$ cat src/rtl/pio_rx_fifo.sv
// rtl/pio_rx_fifo.sv - PIO receive FIFO with joinable depth and sticky stall/underflow flags
module pio_rx_fifo #(
    parameter int DEPTH = 4,
    parameter int WIDTH = 32
) (
    input  logic                         i_clk,
    input  logic                         i_reset_n,
    input  logic                         i_push,
    input  logic [WIDTH-1:0]             i_din,
    input  logic                         i_pull,
    input  logic                         i_join,
    input  logic                         i_clear,
    input  logic                         i_clr_stall,
    input  logic                         i_clr_under,
    output logic [WIDTH-1:0]             o_dout,
    output logic                         o_full,
    output logic                         o_empty,
    output logic [$clog2(2*DEPTH):0]     o_level,
    output logic                         o_stall,
    output logic                         o_under
);
    localparam int PW = $clog2(2*DEPTH);
    localparam int LW = PW + 1;

    logic [WIDTH-1:0] r_mem [2*DEPTH];
    logic [PW-1:0]    r_wptr;
    logic [PW-1:0]    r_rptr;
    logic [LW-1:0]    r_level;
    logic             r_join;
    logic             r_stall;
    logic             r_under;

    logic [LW-1:0]    w_ed;
    logic [PW-1:0]    w_mask;
    logic             w_full;
    logic             w_empty;
    logic             w_flush;
    logic             w_push_ok;
    logic             w_pull_ok;
    logic             w_stall_set;
    logic             w_under_set;

    // Depth follows the registered join so full/empty depend on state only;
    // a join change flushes, so no transfer ever sees a mismatched depth.
    assign w_ed        = r_join ? LW'(2*DEPTH) : LW'(DEPTH);
    assign w_mask      = r_join ? PW'(2*DEPTH-1) : PW'(DEPTH-1);
    assign w_full      = (r_level == w_ed);
    assign w_empty     = (r_level == '0);
    assign w_flush     = i_clear | (i_join != r_join);
    assign w_push_ok   = i_push & ~w_full  & ~w_flush;
    assign w_pull_ok   = i_pull & ~w_empty & ~w_flush;
    assign w_stall_set = i_push &  w_full  & ~w_flush;
    assign w_under_set = i_pull &  w_empty & ~w_flush;

    always_ff @(posedge i_clk) begin
        if (w_push_ok) begin
            r_mem[r_wptr] <= i_din;
        end
    end

    always_ff @(posedge i_clk or negedge i_reset_n) begin
        if (!i_reset_n) begin
            r_wptr  <= '0;
            r_rptr  <= '0;
            r_level <= '0;
            r_join  <= 1'b0;
            r_stall <= 1'b0;
            r_under <= 1'b0;
        end else begin
            r_join  <= i_join;
            r_stall <= w_stall_set | (r_stall & ~i_clr_stall);
            r_under <= w_under_set | (r_under & ~i_clr_under);
            if (w_flush) begin
                r_wptr  <= '0;
                r_rptr  <= '0;
                r_level <= '0;
            end else begin
                if (w_push_ok) begin
                    r_wptr <= (r_wptr + PW'(1)) & w_mask;
                end
                if (w_pull_ok) begin
                    r_rptr <= (r_rptr + PW'(1)) & w_mask;
                end
                case ({w_push_ok, w_pull_ok})
                    2'b10:   r_level <= r_level + LW'(1);
                    2'b01:   r_level <= r_level - LW'(1);
                    default: r_level <= r_level;
                endcase
            end
        end
    end

    assign o_dout  = w_empty ? '0 : r_mem[r_rptr];
    assign o_full  = w_full;
    assign o_empty = w_empty;
    assign o_level = r_level;
    assign o_stall = r_stall;
    assign o_under = r_under;
endmodule
$ cat config.mk
export PLATFORM = sky130hd
export DESIGN_NAME = pio_rx_fifo
export DESIGN_NICKNAME = d
export VERILOG_FILES = /design/src/rtl/pio_rx_fifo.sv
export SDC_FILE = /design/constraint.sdc
export NUM_CORES = 1
export LEC_CHECK = 0
export CORE_MARGIN = 1
export CORE_UTILIZATION = 35
export DETAILED_ROUTE_END_ITERATION = 10
export PLACE_DENSITY = 0.54
export SYNTH_ARGS = -nofsm -noshare
export SYNTH_HDL_FRONTEND = slang
export SYNTH_SLANG_ARGS = --single-unit
$ cat constraint.sdc
create_clock -name i_clk -period 4.7 [get_ports i_clk]
set_input_delay 0.47 -clock i_clk [delete_from_list [all_inputs] [get_ports i_clk]]
set_output_delay 0.47 -clock i_clk [all_outputs]
set_load 0.03 [all_outputs]
==> qor.txt, run 1 <==
Endpoints failing setup: 0
DRC viols: 0
Initial antenna violation count: 0
Via count: 5179
Syn_area_per_cell: 20.48 sq um
Chip height: 176.5 um
Post-CTS Setup Inserts: 0
Max_cap viols: 0
Die X: 176.5 um
Status: finished, final reports clean
Detailed Route WL: 21830 um
Layout Nets: 658
Worst-Margin Slew: 1.112 ns
Initial Util: 35.75%
Root buffer cell: clkbuf_16
Yosys top cell by area: edfxtp_1
Combinational cell fraction of total power: 5.1%
Top-count cell post-synth: edfxtp_1
Seq/Total Area, Yosys: 75.23%
Drt wl/cell: 21.30 um
Met2 usage: 24.64%
Post-CTS Resized: 0
Share of synthesized registers carrying an async set or reset: 4.833%
Crit Reg-Reg Endpoint: o_level[3]$_DFFE_PN0P_
Synth Flop Type: edfxtp_1
Post-synth top cells: edfxtp_1, mux4_2, nor2_1
Largest net degree at the start of global routing: 34
Fmax: 262.5 MHz
P_leak: 3.936 nW
Yosys warnings: 0
I/O pin count: 80
TritonCTS buffer count: 28
Reg2Reg Setup Slack: 1.38 ns
Die area: 31130 sq um
Crit path from: o_level[1]$_DFFE_PN0P_
Flop pwr share: 53.7%
Worst Hold Class: in2async
Yosys reg bits: 269
Tot Pwr: 4.951 mW
R2r worst-path depth: 8
Mapped Cells: 520
Syn nets: 564
Worst Slack Setup Final: 0.8898 ns
Worst EP required: 4.23 ns
Busiest grt layer: met2
Vias per cell: 5.053
Min Tclk post-route: 3.810 ns
Dpl hpwl: 12940 um
Worst skew pair latency: 0.53 ns
Dpl ws: 1.186 ns
CP Class: reg2out
RSZ-0062 raised after global routing: no
Remaining global-route overflow: 0
Setup Skew: 0.01171 ns
Synth area leaders: edfxtp_1, mux4_2, mux2i_1, dfrtp_1, nor2_1
Power per cell area: 385.5 nW/um^2
Fin. Hold Viols: 0
Synth unique cells: 45
Final ANT Viol Nets: 0
First-pass GRT wire length: 33710 um
Port bufs: 79
CTS tree: yes
Area growth syn-to-layout: 20.57%
Crit path max fanout: 20
GPL Wtd Cong: 0.7437
Clock power share: 41.2%
Met1 GRT Util: 19.30%
Internal: 3.920 mW
Critical R2R Launch: o_level[1]$_DFFE_PN0P_
Non-filler cells, final: 1025
Post-Syn Area: 10650 sq um
Period utilization: 81.07%
Site row count: 63
Vias in the first global route: 5614
GR Util met3: 2.110%
N_diodes: 0
Share of layout cells above drive strength 1: 21.26%
Switching share of power: 20.82%
H-Tree Level Count: 1
CP Capture Type: primary output
Worst hold slack: 0.3472 ns
Relative slew margins: 25.72%
DP Cell Count: 974
Critical Path AT: 3.34 ns
VDD IR max: 0.2867 mV
Slew Limit Fails: 0
Clock Tree Buf Depth: 3
Net Sw Power: 1.031 mW
Crit path launch type: flip-flop
Core box area: 29800 sq um
First-pass detailed-route iteration total: 4
# clock sinks: 269
EDFF count, synth: 256
Setup TNS: 0 ns
DRT iter0 DRCs: 440
GR Util All Layers: 14.42%
Synth top area share: 72.17%
Clk slew on worst S/H paths: 0.07 ns
Critical Path End: o_dout[14]
CTS Hold Bufs: 0
-- critical path, stage by stage (launching register included) --
cell and delay [ns]:
dfrtp_1 0.57, or4_4 0.25, clkinv_1 0.65, buf_4 0.49
nor2_1 0.15, clkdlybuf4s50_1 0.69
-- how the worst min path moves through the flow --
stage,from,end,slack [ns],depth (start not counted)
6_report,i_reset_n,r_join$_DFF_PN0_,0.35,1
4_1_cts,i_reset_n,r_join$_DFF_PN0_,0.36,1
2_1_floorplan,i_reset_n,o_level[0]$_DFFE_PN0P_,0.17,0
3_3_place_gp,o_under$_DFF_PN0_,o_under$_DFF_PN0_,0.53,2
5_1_grt,i_reset_n,r_join$_DFF_PN0_,0.40,1
3_5_place_dp,o_under$_DFF_PN0_,o_under$_DFF_PN0_,0.55,2
-- cells by family after synthesis --
logic type                 after synthesis  synth area share (%)
DFF                                    269                 75.23
muxes                                   98                 16.73
and+or+nand+nor                         83                 3.747
buffers and inverters                   33                 1.398
AOI/OAI and AO/OA                       26                 1.856
xor gates and xnor gates                 7                0.5756
adders and majority gates                4                0.4699
-- metal layers --
metal / routed length [um] / vias up
li1: - / 2318
met1: 9598 / 2683
met2: 10900 / 139
met3: 899 / 39
met4: 435 / 0
met5: 0 / -
-- power groups by stage --
stage	clock, mW	combinational (mW)	sequential, mW
CTS	2.09	0.261	2.66
floorplan	0	0.130	2.70
finish	2.04	0.254	2.66
global route	2.19	0.276	2.66
detailed placement	0	0.260	2.71
global placement	0	0.254	2.71
-- cell type report --
type,count,area [sq um]
sequential,269,8019
tap,390,488.0
fill,2633,16950
clock buffer,31,733.2
clock inverter,20,116.4
multi-input combinational,218,2545
timing repair buffer,91,918.4
inverter,6,22.52
-- placed cells by master (no fill, tap or decap), drive strengths merged, types with 2 or more instances in the layout --
cell type / n
clkdlybuf4s50: 79
nand3: 3
nand4: 2
ha: 4
mux2i: 34
xnor2: 3
nand2b: 4
o32ai: 2
edfxtp: 256
nor2b: 2
xor2: 4
nand2: 10
buf: 12
nor3: 3
a31oi: 3
nor2: 47
o21ai: 6
clkinv: 20
or3: 4
dfrtp: 13
inv: 5
nor3b: 3
clkbuf: 31
mux4: 64
a21oi: 6
-- registers in the layout (all words and copies together), names as in the netlist --
signal   cells
o_level      4
o_stall      1
o_under      1
r_join       1
r_mem      256
r_rptr       3
r_wptr       3
-- stage by stage --
stage / area, sq um / utilization [%]
after CTS: 12840 / 43.10
after global routing: 12840 / 43.10
after global placement: 11990 / 40.25
after floorplan: 10650 / -
after detailed placement: 11990 / 40.25
final: 12840 / 43.10
No activity file was read; power rests on OpenSTA's default activity.
==> inputs of run 2 (changes only) <==
--- a/config.mk
+++ b/config.mk
@@ -8,7 +8,7 @@
 export CORE_MARGIN = 1
 export CORE_UTILIZATION = 35
 export DETAILED_ROUTE_END_ITERATION = 10
-export PLACE_DENSITY = 0.54
+export PLACE_DENSITY = 0.56
 export SYNTH_ARGS = -nofsm -noshare
 export SYNTH_HDL_FRONTEND = slang
 export SYNTH_SLANG_ARGS = --single-unit
==> constraint.sdc (replaced) <==
create_clock -name i_clk -period 3.4 [get_ports i_clk]
set_input_delay 0.34 -clock i_clk [delete_from_list [all_inputs] [get_ports i_clk]]
set_output_delay 0.34 -clock i_clk [all_outputs]
set_load 0.03 [all_outputs]
==> run 2 against run 1 <==
  * Sequential share of layout area fell by 0.83 points
  * Final area rose by 1.4%
  * Global-route usage fell by 0.12 points
  * Critical path depth did not move
  * Total power rose by 39%
  * Non-clock buffer count rose by 8
  * First-iteration DRC count fell by 19%
  * Highest routed layer unchanged
==> qor.txt, run 2 (same netlist as run 1, synthesis figures left out) <==
Crit path launch type: flip-flop
Post-CTS Setup Inserts: 0 (unchanged)
Chip height: 176.5 um (unchanged)
Vias in the first global route: 5589 (-0.45%)
H-Tree Level Count: 1 (unchanged)
Critical Path AT: 2.91 ns (-0.43 ns)
P_leak: 3.974 nW (+0.96%)
Via count: 5150 (-0.56%)
Crit path max-delay family: buffers and inverters
GPL Wtd Cong: 0.7492 (+0.74%)
Vias per cell: 4.990 (-1.2%)
Min Tclk post-route: 3.253 ns
Fmax: 307.4 MHz
DP Cell Count: 982 (+0.82%)
Biggest register: r_mem
DRT iter0 DRCs: 356 (-19%)
Worst skew pair latency: 0.52 ns (about the same)
Status: finished, final reports clean
Post-CTS Resized: 0 (unchanged)
Endpoints failing setup: 0 (unchanged)
CTS Hold Bufs: 0 (unchanged)
Share of layout cells above drive strength 1: 22.15% (+0.89 points)
Power per cell area: 529.3 nW/um^2 (+37%)
Final ANT Viol Nets: 0 (unchanged)
Crit-path slowest cell: or4_4
Max FFs per register: 256 (unchanged)
Worst hold slack: 0.2127 ns (-0.1345 ns)
Worst EP required: 3.06 ns (-1.17 ns)
Worst Hold Class: in2async
Die X: 176.5 um (unchanged)
Setup Skew: 0.009487 ns (-0.002227 ns)
Most common cell after layout, fill and taps aside: edfxtp_1
Largest net degree at the start of global routing: 34 (unchanged)
Dpl hpwl: 12450 um (-3.8%)
CP bufs+invs: 3 (unchanged)
# clock sinks: 269 (unchanged)
Die area: 31130 sq um (unchanged)
Period utilization: 95.67%
Relative slew margins: 57.52% (+32 points)
FILL cells: 2598 (-1.3%)
Worst-Margin Slew: 0.6352 ns (-0.4763 ns)
Root buffer cell: clkbuf_16
Setup TNS: 0 ns (unchanged)
Detailed Route WL: 21580 um (-1.1%)
Most frequent cells in the layout: edfxtp_1, clkdlybuf4s50_1, mux4_2
Core box area: 29800 sq um (unchanged)
Worst path max stage delay: 0.63 ns (-0.06 ns)
First-pass detailed-route iteration total: 4 (unchanged)
Initial Util: 35.75% (unchanged)
TritonCTS buffer count: 27 (-3.6%)
Drt wl/cell: 20.91 um (-1.8%)
I/O pin count: 80 (unchanged)
First-pass GRT wire length: 33280 um (-1.3%)
Area growth syn-to-layout: 22.24%
Initial antenna violation count: 1 (+1)
Slew Limit Fails: 0 (unchanged)
GR Util All Layers: 14.30% (-0.12 points)
Site row count: 63 (unchanged)
Ordered list of cells on the worst path: or4_4 > clkinv_1 > buf_4 > nor2_1 > clkdlybuf4s50_1
CP Class: reg2out
Clock Tree Buf Depth: 3 (unchanged)
Fin. Hold Viols: 0 (unchanged)
Clk slew on worst S/H paths: 0.06 ns (about the same)
Max_cap viols: 0 (unchanged)
Remaining global-route overflow: 0 (unchanged)
CP Capture Type: primary output
Port bufs: 79 (unchanged)
CTS tree: yes
RSZ-0062 raised after global routing: no
DRC viols: 0 (unchanged)
VDD IR max: 0.3837 mV (+34%)
Layout Nets: 665 (+1.1%)
Non-filler cells, final: 1032 (+0.68%)
Crit path max fanout: 33 (+65%)
==> run 2: stage by stage <==
stage               setup slack, ns  cell area (sq um)  utilization (%)  power [mW]
finish                       0.1471              13020            43.70       6.891
global route                0.01315              13020            43.69       7.121
CTS                         0.08649              13020            43.69       6.978
detailed placement           0.6602              12160            40.80       4.101
global placement             0.6696              12160            40.80       4.092
floorplan                   0.08562              10660                -       3.917
==> run 2: report_power, final <==
part           leakage [nW]  internal, mW  total, mW  switching (mW)
Sequential             2.48          3.65       3.67          0.0145
Clock                 0.418          1.68       2.87            1.19
Combinational          1.08         0.154      0.356           0.202
Total                  3.97          5.49       6.89            1.40
==> run 2: cell type report <==
type | instances | area [sq um] | share of cell area (%)
antenna | 1 | 2.502 | 0.01922
clock buffer | 30 | 686.9 | 5.276
clock inverter | 19 | 175.2 | 1.345
inverter | 6 | 22.52 | 0.1730
multi-input combinational | 218 | 2557 | 19.64
sequential | 269 | 8021 | 61.61
tap | 390 | 488.0 | 3.748
timing repair buffer | 99 | 1066 | 8.188
==> run 2: final timing paths <==
check	start	to	slack, ns	cells after the start
min	i_reset_n	o_level[2]$_DFFE_PN0P_	0.21	1
max	o_level[1]$_DFFE_PN0P_	o_dout[21]	0.15	5
min in group i_clk	i_join	r_join$_DFF_PN0_	0.37	1
min reg2reg	o_under$_DFF_PN0_	o_under$_DFF_PN0_	0.53	2
max in group asynchronous	i_reset_n	r_rptr[1]$_DFFE_PN0P_	2.72	1
max reg2reg	r_join$_DFF_PN0_	r_mem[0][15]$_DFFE_PP_	0.85	6
==> run 2: routing by layer <==
layer | part of all wire, % | up-vias | global-route usage (%)
li1 | - | 2327 | -
met1 | 44 | 2706 | 18.85
met2 | 50 | 95 | 24.39
met3 | 4.1 | 22 | 2.670
met4 | 1.5 | 0 | 3.556
met5 | 0 | - | 0
==> inputs of run 3 (changes only) <==
--- a/config.mk
+++ b/config.mk
@@ -5,6 +5,7 @@
 export SDC_FILE = /design/constraint.sdc
 export NUM_CORES = 1
 export LEC_CHECK = 0
+export ABC_AREA = 1
 export CORE_MARGIN = 1
 export CORE_UTILIZATION = 35
 export DETAILED_ROUTE_END_ITERATION = 10
==> run 3 against run 2 <==
  * Final cell count grew 30%
  * Clock skew shrank 0.0011 ns
  * Worst hold slack lost 0.0017 ns
  * Sequential power is essentially flat
  * Largest power group unchanged
==> qor.txt, run 3 <==
Status: finished, final reports clean
Post-synth top cells: edfxtp_1, nor2_1, o21ai_0
Busiest grt layer: met2
Met1 GRT Util: 20.59% (+1.7 points)
Top-count cell post-synth: edfxtp_1
Met2 usage: 26.19% (+1.8 points)
Reg2Reg Setup Slack: 1.01 ns (+0.16 ns)
Dpl hpwl: 13320 um (+7.0%)
Tot Pwr: 7.373 mW (+7.0%)
Simple-gate share of the synthesized area: 9.998% (+6.3 points)
RSZ-0062 raised after global routing: no
Worst skew pair latency: 0.53 ns (about the same)
Drt wl/cell: 17.89 um (-14%)
VDD IR max: 0.3283 mV (-14%)
Most common cell after layout, fill and taps aside: edfxtp_1
Most frequent cells in the layout: edfxtp_1, nor2_1, o21ai_0
Max FFs per register: 256 (unchanged)
Die area: 31350 sq um (+0.69%)
Period utilization: 94.20% (-1.5 points)
Worst EP required: 3.06 ns (about the same)
Clock power share: 40.2% (-1.4 points)
Worst Hold Class: in2async
Remaining global-route overflow: 0 (unchanged)
Critical Path AT: 2.86 ns (-0.05 ns)
Net Sw Power: 1.702 mW (+21%)
H-Tree Level Count: 1 (unchanged)
Post-synthesis mux area share: 0% (-17 points)
Post-synthesis compound-gate area fraction: 11.79% (+9.9 points)
Power per cell area: 565.1 nW/um^2 (+6.8%)
Synth area leaders: edfxtp_1, o21ai_0, nor2_1, dfrtp_1, a31oi_1
Syn_area_per_cell: 12.66 sq um (-38%)
Site row count: 63 (unchanged)
CP bufs+invs: 2 (-1)
Syn nets: 891 (+58%)
DRT iter0 DRCs: 437 (+23%)
Synth Flop Type: edfxtp_1
N_diodes: 0 (-1)
Slew Limit Fails: 0 (unchanged)
DRC viols: 0 (unchanged)
GPL Wtd Cong: 0.7228 (-3.5%)
GR Util All Layers: 15.44% (+1.1 points)
Relative slew margins: 56.46% (-1.1 points)
Switching share of power: 23.08% (+2.7 points)
First-pass detailed-route iteration total: 5 (+1)
CP Capture Type: primary output
Crit path max fanout: 129 (+290%)
Yosys top cell by area: edfxtp_1
Endpoints failing setup: 0 (unchanged)
# clock sinks: 269 (unchanged)
First-pass GRT wire length: 37200 um (+12%)
GR Util met3: 2.212% (-0.46 points)
CTS tree: yes
Layout Nets: 974 (+46%)
Crit Reg-Reg Endpoint: o_level[3]$_DFFE_PN0P_
Core box area: 29870 sq um (+0.26%)
Yosys reg bits: 269 (unchanged)
Worst path max stage delay: 0.71 ns (+0.08 ns)
Post-layout util: 43.67% (about the same)
R2r worst-path depth: 14 (+8)
Fin. Hold Viols: 0 (unchanged)
Clock Tree Buf Depth: 3 (unchanged)
Initial Util: 35.90% (+0.15 points)
Synth top area share: 71.68% (-0.50 points)
Mapped Cells: 847 (+63%)
Post-synthesis xor/xnor area fraction: 0.08166% (-0.49 points)
Internal: 5.671 mW (+3.3%)
Largest net degree at the start of global routing: 130 (+280%)
Clk slew on worst S/H paths: 0.06 ns (about the same)
Min Tclk post-route: 3.203 ns (-0.05011 ns)
Critical R2R Launch: o_level[3]$_DFFE_PN0P_
Area growth syn-to-layout: 21.65%
CP Class: reg2out
Yosys warnings: 0 (unchanged)
Crit path launch type: flip-flop
Combinational cell fraction of total power: 10.0% (+4.8 points)
Chip height: 177.1 um (+0.34%)
Share of layout cells above drive strength 1: 11.76% (-10 points)
Fmax: 312.2 MHz (+1.6%)
Worst hold slack: 0.2110 ns (-0.001708 ns)
EDFF count, synth: 256 (unchanged)
CTS Hold Bufs: 0 (unchanged)
Die X: 177.1 um (+0.34%)
Biggest register: r_mem
Via count: 6718 (+30%)
Ordered list of cells on the worst path: buf_16 > o21ai_0 > o22ai_1 > o21ai_0 > a31oi_1 > clkdlybuf4s50_1
Vias per cell: 5.006 (+0.31%)
Root buffer cell: clkbuf_16
Initial antenna violation count: 0 (-1)
Seq/Total Area, Yosys: 74.71% (-0.52 points)
Post-Syn Area: 10730 sq um (+0.69%)
Post-Synth Adder-Cell Area: 0.4666% (-0.0032 points)
Share of synthesized registers carrying an async set or reset: 4.833% (unchanged)
Synth unique cells: 26 (-42%)
Port bufs: 79 (unchanged)
Setup TNS: 0 ns (unchanged)
Detailed Route WL: 24010 um (+11%)
Setup Skew: 0.008409 ns (-0.001078 ns)
Worst-Margin Slew: 0.6511 ns (+0.01584 ns)
Crit path top cell by count: o21ai_0
Max_cap viols: 0 (unchanged)
Flop pwr share: 49.8% (-3.4 points)
Main combinational cell family by area after synthesis: compound AO/OA/AOI/OAI gates
TritonCTS buffer count: 28 (+3.7%)
Crit path max-delay family: buffers and inverters
Crit-path slowest cell: clkdlybuf4s50_1
Final ANT Viol Nets: 0 (unchanged)
Vias in the first global route: 6558 (+17%)
P_leak: 4.400 nW (+11%)
I/O pin count: 80 (unchanged)
## run 3: through the flow
step / setup slack (ns) / cell area, sq um / instances
floorplan: 0.3541 / 10730 / 847
global placement: 0.6997 / 12140 / 1290
detailed placement: 0.6899 / 12140 / 1290
CTS: 0.1136 / 13040 / 1342
global route: 0.02767 / 13050 / 1342
finish: 0.1972 / 13050 / 1342
## run 3: cell type report
type                       instances  area (sq um)
tap                              390         488.0
timing repair buffer             105          1089
fill                            2740         16830
clock inverter                    14         122.6
sequential                       269          8018
inverter                          25         95.09
clock buffer                      38         779.5
multi-input combinational        501          2456
## run 3: power groups by stage
stage / logic [mW] / registers [mW] / clock network, mW
floorplan: 0.400 / 3.75 / 0
global placement: 0.739 / 3.74 / 0
detailed placement: 0.745 / 3.74 / 0
CTS: 0.748 / 3.67 / 3.04
global route: 0.801 / 3.68 / 3.17
finish: 0.737 / 3.67 / 2.96
## run 3: worst max path at each step
stage | startpoint | endpoint | cells after the start
after floorplan | o_level[3]$_DFFE_PN0P_ | r_mem[0][0]$_DFFE_PP_ | 7
after global placement | r_rptr[0]$_DFFE_PN0P_ | o_dout[0] | 6
after detailed placement | r_rptr[0]$_DFFE_PN0P_ | o_dout[0] | 6
after CTS | r_rptr[0]$_DFFE_PN0P_ | o_dout[0] | 6
after global routing | r_rptr[0]$_DFFE_PN0P_ | o_dout[0] | 6
final | r_rptr[0]$_DFFE_PN0P_ | o_dout[20] | 6
## run 3: timing repair
| action | 4_1_cts | 5_1_grt |
|---|---|---|
| setup endpoints to repair | 0 | 2 |
| gates resized for setup | 0 | 1 |
| buffers inserted | 0 | 0 |
| hold endpoints to repair | 0 | 0 |
## run 3: worst register-to-register path, cell delays in order (launching register included)
cell and delay (ns):
dfrtp_1 0.43, nor2_1 0.19, nand2_2 0.33, buf_12 0.29, nand2_4 0.10, nor2_8 0.06, nand2_4 0.09, inv_1 0.04
ha_1 0.29, inv_1 0.09, nor2_1 0.05, nor2_1 0.12, nand3_1 0.08, nand3_1 0.08, nand2_1 0.05
## run 3: routing by layer
layer  up-vias  routed length (um)
met3        29                1004
li1       3247                   -
met5         -                   0
met2       153               11610
met1      3289               10940
met4         0                 461
## run 3: kinds of logic after synthesis
logic type	after synthesis
DFF	269
and+or+nand+nor	260
AOI/OAI and AO/OA	236
buffers and inverters	77
adders and majority gates	4
xor gates and xnor gates	1
